<file path="src/rtl/fb_frame_reader.sv">
// Read-DMA controller: streams one frame from SDRAM via Avalon-MM burst reads
// into a pixel FIFO write slave through a credit-managed skid buffer.
module fb_frame_reader #(
  parameter int FRAME_WORDS = 307200,
  parameter int BURST_LEN   = 8,
  parameter int SKID_DEPTH  = 16,
  parameter int BC_W        = 7
) (
  input  logic            clk,
  input  logic            reset,
  input  logic            start,
  input  logic [31:0]     frame_base,
  output logic            busy,
  output logic            done,
  output logic            overflow,
  output logic [31:0]     m_address,
  output logic            m_read,
  output logic [BC_W-1:0] m_burstcount,
  input  logic            m_waitrequest,
  input  logic [31:0]     m_readdata,
  input  logic            m_readdatavalid,
  output logic            f_address,
  output logic            f_write,
  output logic [31:0]     f_writedata,
  input  logic            f_waitrequest
);

  localparam int PTR_W = (SKID_DEPTH > 1) ? $clog2(SKID_DEPTH) : 1;
  localparam int CNT_W = $clog2(SKID_DEPTH + 1);

  localparam logic [1:0] IDLE       = 2'd0;
  localparam logic [1:0] REQ        = 2'd1;
  localparam logic [1:0] WAITCREDIT = 2'd2;
  localparam logic [1:0] FLUSH      = 2'd3;

  logic [1:0]       state;
  logic [31:0]      remaining;
  logic [CNT_W-1:0] pending;
  logic [CNT_W-1:0] occupancy;
  logic [PTR_W-1:0] wr_ptr;
  logic [PTR_W-1:0] rd_ptr;
  logic [31:0]      skid_mem [SKID_DEPTH];

  logic        accept;
  logic        rdv_live;
  logic        pop;
  logic        full;
  logic        do_push;
  logic        pend_dec;
  logic [31:0] bc_w;
  logic [31:0] occ_next;
  logic [31:0] pend_next;
  logic [31:0] rem_next;
  logic [31:0] next_bc;
  logic [31:0] first_bc;
  logic        credit_next;
  logic        credit_first;
  logic        credit_hold;

  function automatic logic [31:0] clip_burst(input logic [31:0] words);
    return (words < 32'(BURST_LEN)) ? words : 32'(BURST_LEN);
  endfunction

  function automatic logic credit_ok(input logic [31:0] occ,
                                     input logic [31:0] pend,
                                     input logic [31:0] bc);
    return (occ + pend + bc) <= 32'(SKID_DEPTH);
  endfunction

  function automatic logic [PTR_W-1:0] ptr_inc(input logic [PTR_W-1:0] p);
    return (p == PTR_W'(SKID_DEPTH - 1)) ? '0 : p + PTR_W'(1);
  endfunction

  assign f_address   = 1'b0;
  assign f_write     = (occupancy != '0);
  assign f_writedata = skid_mem[rd_ptr];

  // Credit decisions use next-cycle occupancy/pending so a newly raised m_read
  // is already covered by space that cannot be consumed before its data lands.
  always_comb begin
    accept       = m_read & ~m_waitrequest;
    rdv_live     = m_readdatavalid & (state != IDLE);
    pop          = f_write & ~f_waitrequest;
    full         = (occupancy == CNT_W'(SKID_DEPTH));
    do_push      = rdv_live & (~full | pop);
    pend_dec     = rdv_live & (pending != '0);
    bc_w         = 32'(m_burstcount);
    occ_next     = 32'(occupancy) + 32'(do_push) - 32'(pop);
    pend_next    = 32'(pending) + (accept ? bc_w : 32'd0) - 32'(pend_dec);
    rem_next     = remaining - (accept ? bc_w : 32'd0);
    next_bc      = clip_burst(rem_next);
    first_bc     = clip_burst(32'(FRAME_WORDS));
    credit_next  = credit_ok(occ_next, pend_next, next_bc);
    credit_first = credit_ok(occ_next, pend_next, first_bc);
    credit_hold  = credit_ok(occ_next, pend_next, bc_w);
  end

  // With the buffer full, a simultaneous pop frees the head slot, which is
  // exactly the slot wr_ptr points at, so the push may reuse it.
  always_ff @(posedge clk) begin
    if (reset) begin
      wr_ptr    <= '0;
      rd_ptr    <= '0;
      occupancy <= '0;
      overflow  <= 1'b0;
      for (int i = 0; i < SKID_DEPTH; i++) skid_mem[i] <= '0;
    end else begin
      if (do_push) begin
        skid_mem[wr_ptr] <= m_readdata;
        wr_ptr           <= ptr_inc(wr_ptr);
      end
      if (pop) rd_ptr <= ptr_inc(rd_ptr);
      occupancy <= CNT_W'(occ_next);
      if (rdv_live & full & ~pop) overflow <= 1'b1;
    end
  end

  always_ff @(posedge clk) begin
    if (reset) begin
      state        <= IDLE;
      busy         <= 1'b0;
      done         <= 1'b0;
      m_read       <= 1'b0;
      m_address    <= '0;
      m_burstcount <= '0;
      remaining    <= '0;
      pending      <= '0;
    end else begin
      done    <= 1'b0;
      pending <= CNT_W'(pend_next);
      case (state)
        IDLE: begin
          if (start) begin
            m_address    <= frame_base;
            remaining    <= 32'(FRAME_WORDS);
            m_burstcount <= BC_W'(first_bc);
            busy         <= 1'b1;
            if (credit_first) begin
              state  <= REQ;
              m_read <= 1'b1;
            end else begin
              state <= WAITCREDIT;
            end
          end
        end
        REQ: begin
          if (accept) begin
            m_address    <= m_address + (bc_w << 2);
            remaining    <= rem_next;
            m_burstcount <= BC_W'(next_bc);
            if (rem_next == 32'd0) begin
              state  <= FLUSH;
              m_read <= 1'b0;
            end else if (credit_next) begin
              m_read <= 1'b1;
            end else begin
              state  <= WAITCREDIT;
              m_read <= 1'b0;
            end
          end
        end
        WAITCREDIT: begin
          if (credit_hold) begin
            state  <= REQ;
            m_read <= 1'b1;
          end
        end
        FLUSH: begin
          if (pend_next == 32'd0 && occ_next == 32'd0) begin
            done  <= 1'b1;
            busy  <= 1'b0;
            state <= IDLE;
          end
        end
        default: state <= IDLE;
      endcase
    end
  end

endmodule

</file>
<file path="config.mk">
export PLATFORM = sky130hd
export DESIGN_NAME = fb_frame_reader
export DESIGN_NICKNAME = d
export VERILOG_FILES = /design/src/rtl/fb_frame_reader.sv
export SDC_FILE = /design/constraint.sdc
export NUM_CORES = 1
export LEC_CHECK = 0
export CAP_MARGIN = 20
export CORE_AREA = 3 3 261 263
export DETAILED_ROUTE_END_ITERATION = 8
export DIE_AREA = 0 0 264 266
export GPL_TIMING_DRIVEN = 0
export PLACE_DENSITY = 0.73
export SLEW_MARGIN = 30
export SYNTH_ARGS = -nofsm -noshare
export SYNTH_HDL_FRONTEND = slang
export SYNTH_SLANG_ARGS = --single-unit
</file>
<file path="constraint.sdc">
create_clock -name clk -period 22.8 [get_ports clk]
set_clock_uncertainty 0.05 [all_clocks]
set_input_delay 3.42 -clock clk [delete_from_list [all_inputs] [get_ports clk]]
set_output_delay 3.42 -clock clk [all_outputs]
set_load 0.1 [all_outputs]
</file>
# Word level (Yosys, flattened, before mapping)

Memory sizes are Yosys's and may differ from the RTL's. A register that Yosys moved wholly into a read port is not among the register bits.
Index checks and enable logic that the tools add are counted.

Memories kept: 1
Bits in read-only memories: 0
Latch bits: 0
Output and inout port bits: 77
Bits of input ports: 70
Bits in registers: 95
Word-level logic and storage cells: 113
Bits in writable memories: 512

Multipliers: 0
Div/mod/pow operators: 0
Muxes and demuxes: 42
Bitwise gates (word level): 13
Magnitude comparators: 4
Reduce and logical (&&, ||, !) cells: 17
Shift-type cells: 0
Equal/unequal tests: 12
Add/sub/neg operators: 12

Memories:

| name     | depth | bits a word | read ports | clocked after Yosys merged registers in | wr ports | RTL line | source |
|---|---|---|---|---|---|---|---|
| skid_mem | 16    | 32          | 1          | 1                                       | 16       | 42       | `logic [31:0] skid_mem [SKID_DEPTH];` |

Operators by type and width:

| cell                                                 | number |
|---|---|
| two-way mux 32 bit                                   | 6 |
| case mux 32 bit (2 select lines)                     | 2 |
| <= comparator 32 x 5 -> 1 bit, second input constant | 3 |
| zero test 32 bit                                     | 3 |
| adder 32 bit                                         | 2 |
| adder 32 x 4 -> 32 bit, second input constant        | 1 |
| adder 32 x 7 -> 32 bit                               | 1 |
| adder 32 x 9 -> 32 bit                               | 1 |
| adder 5 x 32 -> 32 bit                               | 1 |
| < comparator 32 x 4 -> 1 bit, second input constant  | 1 |
| OR reduction 32 bit                                  | 1 |
| subtractor 32 x 1 -> 32 bit                          | 1 |
| subtractor 32 x 7 -> 32 bit                          | 1 |
| two-way mux 7 bit                                    | 3 |
| two-way mux 4 bit                                    | 5 |
| two-way mux 1 bit                                    | 15 |
| two-way mux 2 bit                                    | 7 |
| case mux 7 bit (2 select lines)                      | 1 |
| inequality test 2 bit, second input constant         | 5 |
| AND reduction 5 bit                                  | 2 |
| nonzero test 5 bit                                   | 2 |
| adder 4 x 1 -> 4 bit, second input constant          | 2 |
| == test 4 bit, second input constant                 | 2 |
| case mux 2 bit (4 select lines)                      | 1 |
| other kinds (17)                                     | 31 |

# Logic depth before layout (Yosys ltp)

Depth in word-level cells: 13
Depth in mapped cells: 35
Mapped depth without buffers: 32

# Worst setup path after synthesis

Ideal clock, no wire load.

Path kind: input port to flip-flop
From: in m_waitrequest
To: reg state[1]
Data required time: 22.617 ns
Buffers on the path: 2
Data arrival time: 9.538 ns
Slack: 13.080 ns
Stages: 32
Library setup time: 0.133 ns
Cell sequence: nor2b_1 -> clkbuf_1 -> nand2_1 -> ha_1 -> inv_1 -> ha_1 -> a21o_1 -> a21oi_1 -> o21ai_0 -> a21oi_1 -> o21bai_1 -> inv_1 -> ha_1 -> inv_1 -> ha_1 -> buf_2 -> nand4_1 -> a211oi_1 -> o21ai_0 -> nand2_1 -> inv_1 -> ha_1 -> and2_1 -> a31o_2 -> and2_1 -> a211o_1 -> a22o_1 -> or4_1 -> nor4_1 -> nand3_1 -> a22oi_1 -> a21oi_1

Word-level cells in the longest chain between the ends: 11
Elaborated cells between the ends (all ways): 28
Those cells by class: add/sub (7); order compare (4); eq/ne (4); mux (7); bitwise (2); reduce/logical (4)

Ends and longest elaborated chain:

| what                            | RTL line | source |
|---|---|---|
| start, declared                 | 19       | `input logic m_waitrequest,` |
| inverter 1 bit *                | 81       | `accept = m_read & ~m_waitrequest;` |
| AND 1 bit *                     | 81       |  |
| two-way mux 7 bit               | 89, 90   |  |
| adder 5 x 32 -> 32 bit          | 89       | `pend_next = 32'(pending) + (accept ? bc_w : 32'd0) - 32'(pend_dec);` |
| subtractor 32 x 1 -> 32 bit     | 89       |  |
| adder 32 bit                    | 67       | `return (occ + pend + bc) <= 32'(SKID_DEPTH);` |
| adder 32 x 4 -> 32 bit          | 67       |  |
| <= comparator 32 x 5 -> 1 bit   | 67       |  |
| two-way mux 2 bit               | 138      | `if (credit_first) begin` |
| two-way mux 2 bit               | 133      | `if (start) begin` |
| case mux 2 bit (4 select lines) | 131      | `case (state)` |
| end signal, assigned            | 139      | `state <= REQ;` |
| end signal, assigned            | 142      | `state <= WAITCREDIT;` |
| end signal, assigned            | 152      | `state <= FLUSH;` |
| end, declared                   | 36       | `logic [1:0] state;` |

Every way passes the cells marked *; elsewhere a longest branch is shown, timed or not. The select of a mux whose other input is x is not followed.
A chain may end at the register's enable or synchronous reset.

# Final worst setup path

Same ends and word-level chain as after synthesis.

==> out/qor.txt <==
Tmin final -> 12.03 ns
overall routing resource usage -> 0.270
Final nets -> 3185
number of remaining DRC errors -> 0
CP required -> 23.19 ns
fmax -> 83.1 MHz
core area -> 65900 µm²
share of synthesized registers carrying an async set or reset -> 0
Area Growth Syn to Fin -> 16.6%
CP startpoint kind -> input port
Die ar. -> 70200 µm²
gpl congestion -> 0.950
DRT Pass-1 Iters -> 6
WP buf/inv -> 6
grt peak-use layer -> met2
crit share post-route -> 0.528
global-route wire length before repair -> 146000 µm
synth unique cells -> 95
CTS clock-pin slew for the worst setup and hold paths -> 0.06 ns
GRT met3 Usage -> 0.0493
number of global-route vias before repair -> 24100
post-CTS setup buffers -> 0
worst skew pair latency -> 0.60 ns
Worst setup EP type -> flip-flop
crit-path leading delay family -> compound AO/OA/AOI/OAI gates
Clock Tree Buf Depth -> 3
#FFs+latches synth -> 611
setup violators final -> 0
num ports -> 147
Root Buffer -> clkbuf_16
most frequent cells in the layout -> and2_1 (534), edfxtp_1 (512), nor2_1 (169)
initial antenna violation count -> 5
CP max stage cell -> o21ai_0
Routed Antenna Nets -> 0
Crit Path Class -> in2reg
detailed-route wire length -> 95600 µm
WL/cell -> 24.3 µm
DRT iter0 DRCs -> 2474
# rows -> 94
GRT overflow -> 0
DIE HEIGHT -> 266 µm
commonest non-fill, non-tap cell in the layout -> and2_1
EDFF count, synth -> 512
cts repair resizes -> 0
CTS tree -> done
RSZ-0062 raised after global routing -> false
Fin Setup TNS -> 0 ns
Pins Over Slew Limit -> 0
outcome -> finished, final reports clean
H-tree levels -> 3
Hold Buf Count CTS -> 0
Syn. warnings -> 0
vias per inst -> 6.16
Synth Instances -> 2742
Most Frequent Cell on Critical Path -> ha_1
CP max stage delay -> 0.76 ns
met2 Usage GRT -> 0.457
Die Width -> 264 µm
most used flip-flop cell after synthesis -> edfxtp_1
Critical Path AT -> 12.42 ns
Worst Tran Pin Value -> 1.02 ns
total vias in the final route -> 24200
TritonCTS buffer count -> 66
largest fanout on the critical path -> 10
Max Cap Viol -> 0
clock sinks -> 611
worst min path class -> reg2reg
share of layout cells above drive strength 1 -> 0.123
starting density of the core -> 0.501
largest net degree at the start of global routing -> 33
DPL Wire Length -> 67400 µm
Port Buffers -> 145
Fin. Hold Viols -> 0
Worst slew margin -> 0.316
Syn Area/Cell -> 12.0 µm²
Mapped Area -> 33000 µm²
post-synthesis sequential area ratio -> 0.526
GRT met1 Usage -> 0.348
## metal layers
metal / up-vias / routed length, µm
li1: 10700 / -
met1: 12000 / 36900
met5: - / 13
met3: 242 / 8030
met4: 2 / 3550
met2: 1204 / 47100
## cells by family (layout without fill, tap and decap cells)
group,Yosys count,in the layout,synth area share
XOR/XNOR,48,48,0.0130
buffers and inverters,255,546,0.0301
adder cells (fa/ha/maj),105,105,0.0414
AND/OR/NAND/NOR,1070,1070,0.181
AO/OA/AOI/OAI,487,487,0.0985
flip-flops,611,611,0.526
multiplexers,165,165,0.111
other,1,32,0.000114
## path summary, 6_finish.rpt
kind	from	to	slack, ns	cells past startpoint
worst max-delay path	m_waitrequest	state[1]$_SDFFE_PP0P_	10.77	33
worst min-delay path	m_address[0]$_SDFFE_PP0P_	m_address[0]$_SDFFE_PP0P_	0.42	2
worst min register to register	m_address[0]$_SDFFE_PP0P_	m_address[0]$_SDFFE_PP0P_	0.42	2
worst max register to register	m_read$_SDFFE_PP0P_	state[1]$_SDFFE_PP0P_	13.51	32
## synthesized netlist by cell type (15+ instances only)
cell        n  area (µm²)
mux4_2    160        3600
a211oi_1   29         218
nor3_1     44         220
a22oi_1    15         113
edfxtp_1  512       15400
and3_1     17         106
nor4_1     23         144
or3_1      15        93.8
and2_1    534        3340
clkbuf_1  153         574
nor2_1    169         634
a21oi_1   131         656
inv_1      75         282
nand3_1    41         205
xor2_1     15         131
ha_1       98        1230
o21ai_0    98         490
a311oi_1   19         166
a21o_1     35         263
a31oi_1    16         100
nand4_1    20         125
nand2_1   126         473
xnor2_1    32         280
dfxtp_1    99        1980
## state kept, by name (all words and copies together) (netlist names), 2 cells and up, named ones only
name / count
m_address: 32
m_burstcount: 7
occupancy: 5
pending: 5
rd_ptr: 4
remaining: 32
skid_mem: 512
state: 2
wr_ptr: 4
## final cells by class
cell class,instances,area [µm²]
antenna,4,10.0
buffer,180,733
clock buffer,86,1800
clock inverter,32,289
fill,5193,27400
inverter,75,282
multi-input combinational,1903,14900
sequential,611,17400
tap,864,1080
timing repair buffer,173,2020
## stage by stage
stage	instance area [µm²]	setup WS [ns]	instances	utilization	hold slack [ns]
3_3_place_gp	35700	10.47	3778	0.541	0.396
6_report	38500	10.77	3928	0.585	0.424
3_5_place_dp	36400	10.34	3806	0.553	0.418
5_1_grt	38500	10.30	3926	0.585	0.449
4_1_cts	38500	10.94	3924	0.584	0.426
2_1_floorplan	33100	13.08	2769	-	0.399
## tightest hold or removal path, cell delays in order (launching register included)
cell,delay [ns]
dfxtp_1,0.31
nand2_1,0.05
a21oi_1,0.06
Power is not shown: default switching activity piles up to over one toggle a cycle in this logic, so the estimate is an artifact.
